## src/rtl/cp0_random_tlbwr_pkg.sv

```systemverilog
// Shared CP0 definitions for the Random/TLB write-index block.
// Holds the CP0 register numbers used around the TLB, the default TLB
// geometry and the encoding of the TLB write sequencer states.
package cp0_random_tlbwr_pkg;

    // CP0 register numbers (rd field of MTC0/MFC0)
    localparam logic [4:0] CP0_REG_INDEX  = 5'd0;
    localparam logic [4:0] CP0_REG_RANDOM = 5'd1;
    localparam logic [4:0] CP0_REG_WIRED  = 5'd6;

    // Default TLB geometry; IDX_W must equal log2(TLB_ENTRIES)
    localparam int TLB_ENTRIES_DEF = 16;
    localparam int IDX_W_DEF       = 4;

    // TLB write sequencer states
    typedef enum logic [1:0] {
        ST_IDLE  = 2'd0,
        ST_WRITE = 2'd1,
        ST_DONE  = 2'd2
    } tlbw_state_e;

endpackage

```

## src/rtl/cp0_random_tlbwr_random_counter.sv

```systemverilog
// CP0 Random register counter.
// Counts down through the non-wired entries [w, TLB_ENTRIES-1] and wraps to
// the top entry, so a TLBWR never lands on a wired entry.
// Ports:
//   clk, rst  - clock, synchronous active-high reset
//   hold      - freeze the counter (pipeline stall or TLB write in flight)
//   wired_we  - Wired register written this cycle; restarts at the top
//   wired_w   - low IDX_W bits of the Wired register
//   random    - current Random value
module random_counter
    import cp0_random_tlbwr_pkg::*;
#(
    parameter int TLB_ENTRIES = TLB_ENTRIES_DEF,
    parameter int IDX_W       = IDX_W_DEF
) (
    input  logic             clk,
    input  logic             rst,
    input  logic             hold,
    input  logic             wired_we,
    input  logic [IDX_W-1:0] wired_w,
    output logic [IDX_W-1:0] random
);

    localparam logic [IDX_W-1:0] RANDOM_TOP = IDX_W'(TLB_ENTRIES - 1);
    localparam logic [IDX_W-1:0] IDX_ZERO   = {IDX_W{1'b0}};
    localparam logic [IDX_W-1:0] IDX_ONE    = {{(IDX_W-1){1'b0}}, 1'b1};

    logic [IDX_W-1:0] random_r;

    // Random register: Wired write beats hold; wrap when at or below Wired.
    // With w == TLB_ENTRIES-1 the wrap term is always true, pinning the top.
    always_ff @(posedge clk) begin
        if (rst) begin
            random_r <= RANDOM_TOP;
        end else if (wired_we) begin
            random_r <= RANDOM_TOP;
        end else if (hold) begin
            random_r <= random_r;
        end else if ((random_r <= wired_w) || (random_r == IDX_ZERO)) begin
            random_r <= RANDOM_TOP;
        end else begin
            random_r <= random_r - IDX_ONE;
        end
    end

    assign random = random_r;

endmodule

```

## src/rtl/cp0_random_tlbwr.sv

```systemverilog
// CP0 Random register and TLB write-index issuer for TLBWR/TLBWI.
// A TLBWI writes the entry named by Index, a TLBWR the entry named by Random.
// The write is held on the TLB port until tlb_ack, then done pulses once.
// Ports:
//   clk, rst            - clock, synchronous active-high reset
//   stall               - pipeline stall; Random does not advance
//   wired_we, wired_q   - Wired register write strobe and current value
//   index_q             - current Index register value
//   tlbwr_req/tlbwi_req - one-cycle issue pulses from MEM
//   tlb_we, tlb_idx     - TLB write strobe and entry, held until tlb_ack
//   tlb_ack             - TLB has committed the write
//   busy                - write in flight, pipeline must stall
//   done                - one-cycle completion pulse
//   random_q            - MFC0 Random read value (zero-extended)
module cp0_random_tlbwr
    import cp0_random_tlbwr_pkg::*;
#(
    parameter int TLB_ENTRIES = TLB_ENTRIES_DEF,
    parameter int IDX_W       = IDX_W_DEF
) (
    input  logic             clk,
    input  logic             rst,
    input  logic             stall,
    input  logic             wired_we,
    input  logic [31:0]      wired_q,
    input  logic [31:0]      index_q,
    input  logic             tlbwr_req,
    input  logic             tlbwi_req,
    output logic             tlb_we,
    output logic [IDX_W-1:0] tlb_idx,
    input  logic             tlb_ack,
    output logic             busy,
    output logic             done,
    output logic [31:0]      random_q
);

    tlbw_state_e      state_r;
    tlbw_state_e      state_next_s;
    logic [IDX_W-1:0] idx_next_s;
    logic [IDX_W-1:0] random_s;
    logic             accept_s;
    logic             hold_s;
    logic             unused_s;

    // Only the low IDX_W bits of Wired/Index select a TLB entry
    assign unused_s = ^{wired_q[31:IDX_W], index_q[31:IDX_W]};

    // A request is only taken in IDLE; the pipeline never issues while busy
    assign accept_s = (state_r == ST_IDLE) && (tlbwi_req || tlbwr_req);

    // Random freezes from the issue cycle until the write sequence ends, so
    // the value read back during the write is the entry being written
    assign hold_s = stall || busy || accept_s;

    random_counter #(
        .TLB_ENTRIES(TLB_ENTRIES),
        .IDX_W      (IDX_W)
    ) u_random_counter (
        .clk     (clk),
        .rst     (rst),
        .hold    (hold_s),
        .wired_we(wired_we),
        .wired_w (wired_q[IDX_W-1:0]),
        .random  (random_s)
    );

    assign random_q = {{(32-IDX_W){1'b0}}, random_s};

    // Sequencer next state and captured write index; TLBWI beats TLBWR
    always_comb begin
        state_next_s = state_r;
        idx_next_s   = tlb_idx;
        case (state_r)
            ST_IDLE: begin
                if (tlbwi_req) begin
                    state_next_s = ST_WRITE;
                    idx_next_s   = index_q[IDX_W-1:0];
                end else if (tlbwr_req) begin
                    state_next_s = ST_WRITE;
                    idx_next_s   = random_s;
                end else begin
                    state_next_s = ST_IDLE;
                end
            end
            ST_WRITE: begin
                if (tlb_ack) begin
                    state_next_s = ST_DONE;
                end else begin
                    state_next_s = ST_WRITE;
                end
            end
            ST_DONE: begin
                state_next_s = ST_IDLE;
            end
            default: begin
                state_next_s = ST_IDLE;
            end
        endcase
    end

    // Sequencer state register
    always_ff @(posedge clk) begin
        if (rst) begin
            state_r <= ST_IDLE;
        end else begin
            state_r <= state_next_s;
        end
    end

    // Registered outputs, decoded from the next state so they align with it
    always_ff @(posedge clk) begin
        if (rst) begin
            tlb_we  <= 1'b0;
            tlb_idx <= {IDX_W{1'b0}};
            busy    <= 1'b0;
            done    <= 1'b0;
        end else begin
            tlb_we  <= (state_next_s == ST_WRITE);
            tlb_idx <= idx_next_s;
            busy    <= (state_next_s != ST_IDLE);
            done    <= (state_next_s == ST_DONE);
        end
    end

endmodule

```

## config.mk

```make
export PLATFORM = sky130hd
export DESIGN_NAME = cp0_random_tlbwr
export DESIGN_NICKNAME = d
export VERILOG_FILES = /design/src/rtl/cp0_random_tlbwr_pkg.sv /design/src/rtl/cp0_random_tlbwr_random_counter.sv /design/src/rtl/cp0_random_tlbwr.sv
export SDC_FILE = /design/constraint.sdc
export NUM_CORES = 1
export LEC_CHECK = 0
export CORE_UTILIZATION = 26
export CTS_CLUSTER_DIAMETER = 150
export CTS_CLUSTER_SIZE = 8
export DETAILED_ROUTE_END_ITERATION = 8
export HOLD_SLACK_MARGIN = 0.06
export PLACE_DENSITY_LB_ADDON = 0.3
export SYNTH_ARGS = -nofsm -noshare
export SYNTH_HDL_FRONTEND = slang
export SYNTH_SLANG_ARGS = --single-unit
export TNS_END_PERCENT = 10
```

## constraint.sdc

```tcl
create_clock -name clk -period 1.62 [get_ports clk]
set_clock_uncertainty 0.1 [all_clocks]
set_input_delay 0.243 -clock clk [delete_from_list [all_inputs] [get_ports clk]]
set_output_delay 0.243 -clock clk [all_outputs]
set_load 0.005 [all_outputs]
```

# After elaboration in Yosys (flattened, before gate mapping)
# Index checks and enable logic that the tools add are counted.
[word_totals]
regBits = 13
in_bits = 71
output_inout_bits = 39
word_cells = 29
[classes]
n_addsub = 1
magnitude_cmp = 1
eq_ne = 3
mux = 7
reduce_logical = 11
[ops]
columns = ["op", "count"]
rows = [
  ["4-bit 2-to-1 mux", 3],
  ["2-bit by 1-bit == test with 1-bit output, second input constant", 2],
  ["4-bit <= comparator", 1],
  ["4-bit logical NOT", 1],
  ["1-bit logical OR", 4],
  ["2-bit case mux with 2 select lines", 1],
  ["2-bit nonzero test", 2],
  ["4-bit by 1-bit subtractor with 4-bit output, second input constant", 1],
  ["2-bit == test, second input constant", 1],
  ["2-bit logical NOT", 1],
  ["1-bit 2-to-1 mux", 2],
  ["2-bit 2-to-1 mux", 1],
  ["2-bit AND reduction", 1],
  ["2-bit OR reduction", 1],
  ["1-bit logical AND", 1],
]

# Logic depth before layout (Yosys ltp)
[depth]
depth_word = 4
ltp_mapped = 6
mapped_depth_nobuf = 6

# Cells and area by module
# A second synthesis with hierarchy kept.
[hier_totals]
cells_unflattened = 97
hier_area_um2 = 900.9
[modules_own_cells]
columns = ["mod", "instances", "cells_per_inst", "area_each_um2", "seq_area_each_um2"]
rows = [
  ["cp0_random_tlbwr", 1, 65, 579.3, 180.2],
  ["random_counter", 1, 32, 321.6, 80.1],
]

# Worst setup path after synthesis
# No wires, ideal clock.
[synth_path]
path_kind = "reg2reg"
start = "register u_random_counter.random_r[0], in the netlist u_random_counter.random[0]"
end = "register u_random_counter.random_r[0], in the netlist u_random_counter.random[0]"
setup_time_ps = 135
arrival_time_ps = 1169
required_time_ps = 1385
path_slack_ps = 217
path_stages_with_launch = 7
n_path_buf = 0
period_less_slack_ps = 1403
path_cell_list = "dfxtp_1 inv_1 ha_1 nand4_1 o21ai_0 a21oi_1 o211ai_1"
[synth_via]
elab_chain_len = 3
word_cells_on_any_way = 5
classes_between = "add/sub (1); order compare (1); mux (1); reduce/logical (2)"
[synth_rtl]
columns = ["item", "line", "text"]
rows = [
  ["start: declaration", "cp0_random_tlbwr_random_counter.sv:28", "logic [IDX_W-1:0] random_r;"],
  ["start signal: assignment", "cp0_random_tlbwr_random_counter.sv:38", "random_r <= random_r;"],
  ["start signal: assignment", "cp0_random_tlbwr_random_counter.sv:42", "random_r <= random_r - IDX_ONE;"],
  ["4-bit <= comparator or 4-bit logical NOT (tied branches)", "cp0_random_tlbwr_random_counter.sv:39", "end else if ((random_r <= wired_w) || (random_r == IDX_ZERO)) begin"],
  ["1-bit logical OR", "cp0_random_tlbwr_random_counter.sv:39", ""],
  ["4-bit 2-to-1 mux *", "cp0_random_tlbwr_random_counter.sv:39", ""],
]
# Every way passes the cells marked *; elsewhere a longest branch is shown, timed or not.
# A chain may end at the register's enable or synchronous reset.

# Worst setup path after layout
[layout_path]
start = "register u_random_counter.random_r[0], in the netlist u_random_counter.random[0]"
end = "output port random_q[0]"
[layout_rtl]
columns = ["item", "line", "text"]
rows = [
  ["end: declaration", "cp0_random_tlbwr.sv:34", "output logic [31:0] random_q"],
]
# No word-level cell between the ends.

==> impl_metrics.tcl <==
set metrics [dict create \
    cts_root_buf "clkbuf_4" \
    ff2ff_setup_slack_ps 150 \
    die_h_um 60.58 \
    r2r_end "u_random_counter.random[2]$_SDFFE_PP1N_" \
    clk_latency_ps 270 \
    netSwitchingFraction_pct 27.20 \
    post_cts_buffers 0 \
    postSynthCellCount 96 \
    drv_slew 0 \
    hold_violations 0 \
    multiInputGateArea_sq_um 516.7 \
    worstHoldStart "tlb_idx[3]$_SDFFE_PP0P_" \
    clkPwrFrac_pct 26.0 \
    ys_types 27 \
    p_per_area_nw_per_um2 634.5 \
    slowest_delay_ps 490 \
    min-delay-path-class "flip-flop to flip-flop" \
    ys_seq_area_share_pct 29.17 \
    setup_violations 0 \
    fin_cells 173 \
    worst-path-buf-inv 2 \
    min_period_ps 1559 \
    drc 0 \
    gp_routability_congestion 0.7912 \
    die_w_um 60.58 \
    hold_depth 2 \
    fmaxAchievable_mhz 641.3 \
    crit_required_ps 1280 \
    worst_r2r_path_depth 5 \
    status "finished clean" \
    busiest_layer "met2" \
    reg2reg_from "u_random_counter.random[1]$_SDFFE_PP1N_" \
    grtUsageTotal_pct 10.38 \
    start_util_pct 28.29 \
    ioPinCount 110 \
    p_seq_share_pct 47.9 \
    ys_seq_elements 13 \
    tns_ps 0 \
    layout_commonest_cell "conb_1" \
    hpwlAfterDp_um 1368 \
    routed_wl_um 1707 \
    drive_above_1_share_pct 15.50 \
    critical_path.startpoint_type "flip-flop" \
    clk_pin_slew_worst_paths_ps 70 \
    antenna_cells 0 \
    crit_path_end_kind "primary output" \
    grt-ovfl-total 0 \
    power.switching_mw 0.2045 \
    cts_buffer_depth 2 \
    use_met3_pct 3.412 \
    nets 206 \
    firstDrtPassIters 4 \
    layout_common_cells "conb_1, clkdlybuf4s50_1, dfxtp_1" \
    gr-usage-met2_pct 15.70 \
    drv_cap 0 \
    num_vias 672 \
    area_delta_synth_final_pct 32.82 \
    drt_iter0_markers 5 \
    cts_hold_buf 0 \
    grt_pass1_vias 634 \
    htreeDepth 1 \
    rsz0062_at_grt "false" \
    routedWlPerCell_um 9.867 \
    cpLargestDelayFamily "buffers and inverters" \
    pwr-share-comb_pct 26.1 \
    grt_pass1_wl_um 2711 \
    crit_arrival_ps 1220 \
    ant_nets 0 \
    fillers 339 \
    synth.cell_area_sq_um 892.1 \
    cp_slowest_cell "clkdlybuf4s50_1" \
    path_class "flip-flop to primary output" \
    dp.cells 170 \
    vias_per_cell 3.884 \
    numCtsBuffers 3 \
    die_area_sq_um 3669 \
    port_buffers 25 \
    use_met1_pct 12.97 \
    seq_area_sq_um 262.8 \
    core.rowCount 20 \
    antenna_found_initial 0 \
    min_to "tlb_idx[3]$_SDFFE_PP0P_" \
    worstPathMaxFanout 3 \
    clock-sinks 13 \
    core_area_sq_um 3153 \
    intPower_mw 0.5473 \
    grt_start_max_net_pins 10 \
    crit_chain "buf_4 > clkdlybuf4s50_1" \
    tritoncts "yes" \
    synth_warnings 0 \
    min_period_over_period_pct 96.26 \
    p_leak_nw 0.5352 \
    syn_area_per_cell_sq_um 9.293 \
    ir_drop_v 0.0001850 \
]
## area by class of cell
type,count,share of cell area (%)
Sequential cell,13,22.18
Tap cell,44,4.646
Inverter,5,1.584
Multi-Input combinational cell,75,43.61
Clock buffer,4,2.218
Timing Repair Buffer,32,25.77
## power groups by stage
stage / combinational [mW] / sequential (mW) / clock [mW]
final: 0.196 / 0.360 / 0.196
after global routing: 0.221 / 0.364 / 0.230
after CTS: 0.195 / 0.361 / 0.206
after detailed placement: 0.193 / 0.368 / 0
after global placement: 0.190 / 0.367 / 0
after floorplan: 0.140 / 0.369 / 0
## logic make-up (layout without fill, tap and decap cells)
| family | Yosys count | in the layout | synth area share (%) |
|---|---|---|---|
| AO/OA/AOI/OAI | 16 | 16 | 14.45 |
| adder cells (fa/ha/maj) | 5 | 5 | 7.013 |
| AND/OR/NAND/NOR | 18 | 18 | 12.90 |
| buffers and inverters | 35 | 41 | 26.93 |
| other | 1 | 28 | 0.4204 |
| multiplexers | 5 | 5 | 6.171 |
| XOR/XNOR | 3 | 3 | 2.946 |
| flip-flops | 13 | 13 | 29.17 |
## worst max-delay path by stage
stage / from / to / slack (ps) / cells after the start
global placement: wired_q[1] / u_random_counter.random[3]$_SDFFE_PP1N_ / -240 / 8
CTS: wired_q[1] / u_random_counter.random[0]$_SDFFE_PP1N_ / 7 / 8
detailed placement: wired_q[1] / u_random_counter.random[0]$_SDFFE_PP1N_ / -270 / 8
global route: u_random_counter.random[0]$_SDFFE_PP1N_ / random_q[0] / 9 / 2
floorplan: u_random_counter.random[0]$_SDFFE_PP1N_ / u_random_counter.random[0]$_SDFFE_PP1N_ / 220 / 6
finish: u_random_counter.random[0]$_SDFFE_PP1N_ / random_q[0] / 60 / 2
## timing repair
action,in CTS,in global routing
endpoints found under the hold margin,0,0
setup endpoints to repair,0,6
resized for setup,0,8
## cells in the mapped netlist
| library cell | instances | area share (%) |
|---|---|---|
| a211oi_1 | 4 | 3.4 |
| a21oi_1 | 2 | 1.1 |
| and4bb_1 | 1 | 1.4 |
| buf_4 | 29 | 24 |
| clkbuf_1 | 1 | 0.42 |
| conb_1 | 1 | 0.42 |
| dfxtp_1 | 13 | 29 |
| ha_1 | 5 | 7.0 |
| inv_1 | 5 | 2.1 |
| mux2_4 | 1 | 1.7 |
| mux2i_1 | 4 | 4.5 |
| nand2b_1 | 1 | 0.70 |
| nand4_1 | 1 | 0.70 |
| nor2_1 | 9 | 3.8 |
| nor2_4 | 1 | 1.3 |
| nor2b_1 | 1 | 0.70 |
| nor3_1 | 1 | 0.56 |
| nor3_4 | 1 | 1.8 |
| nor3b_1 | 1 | 0.84 |
| nor4bb_1 | 1 | 1.1 |
| o211ai_1 | 5 | 4.2 |
| o21ai_0 | 1 | 0.56 |
| o21bai_1 | 1 | 0.84 |
| o311ai_1 | 2 | 2.0 |
| o31ai_4 | 1 | 2.4 |
| xnor2_1 | 1 | 0.98 |
| xor2_1 | 2 | 2.0 |
## registers in the layout (all words and copies together) (netlist names)
name	flops
u_random_counter.random	4
tlb_idx	4
tlb_we	1
state_r	2
busy	1
done	1
## metal layers
| metal | part of all wire [%] | wire, um |
|---|---|---|
| met4 | 0.94 | 16 |
| met1 | 47 | 809 |
| met2 | 43 | 729 |
| met5 | 0 | 0 |
| met3 | 8.9 | 152 |
## worst reg2reg max path: stages (launching register included)
cell and delay (ps):
dfxtp_2 360, ha_4 270, nor2b_4 120, o211ai_1 120, a21oi_2 240, o211ai_1 130
## through the flow
stage / utilization [%] / hold WS (ps) / worst slack [ps] / cell area [sq um] / total power [mW]
after floorplan: - / 296.4 / 216.8 / 993.5 / 0.5084
after global placement: 36.07 / 389.2 / -242.0 / 1137 / 0.5572
after detailed placement: 36.07 / 392.9 / -275.0 / 1137 / 0.5612
after CTS: 36.90 / 402.7 / 7.452 / 1164 / 0.7612
after global routing: 37.58 / 436.4 / 9.484 / 1185 / 0.8157
final: 37.58 / 396.1 / 60.57 / 1185 / 0.7518
Note: power is estimated with default switching activity, not from simulation.
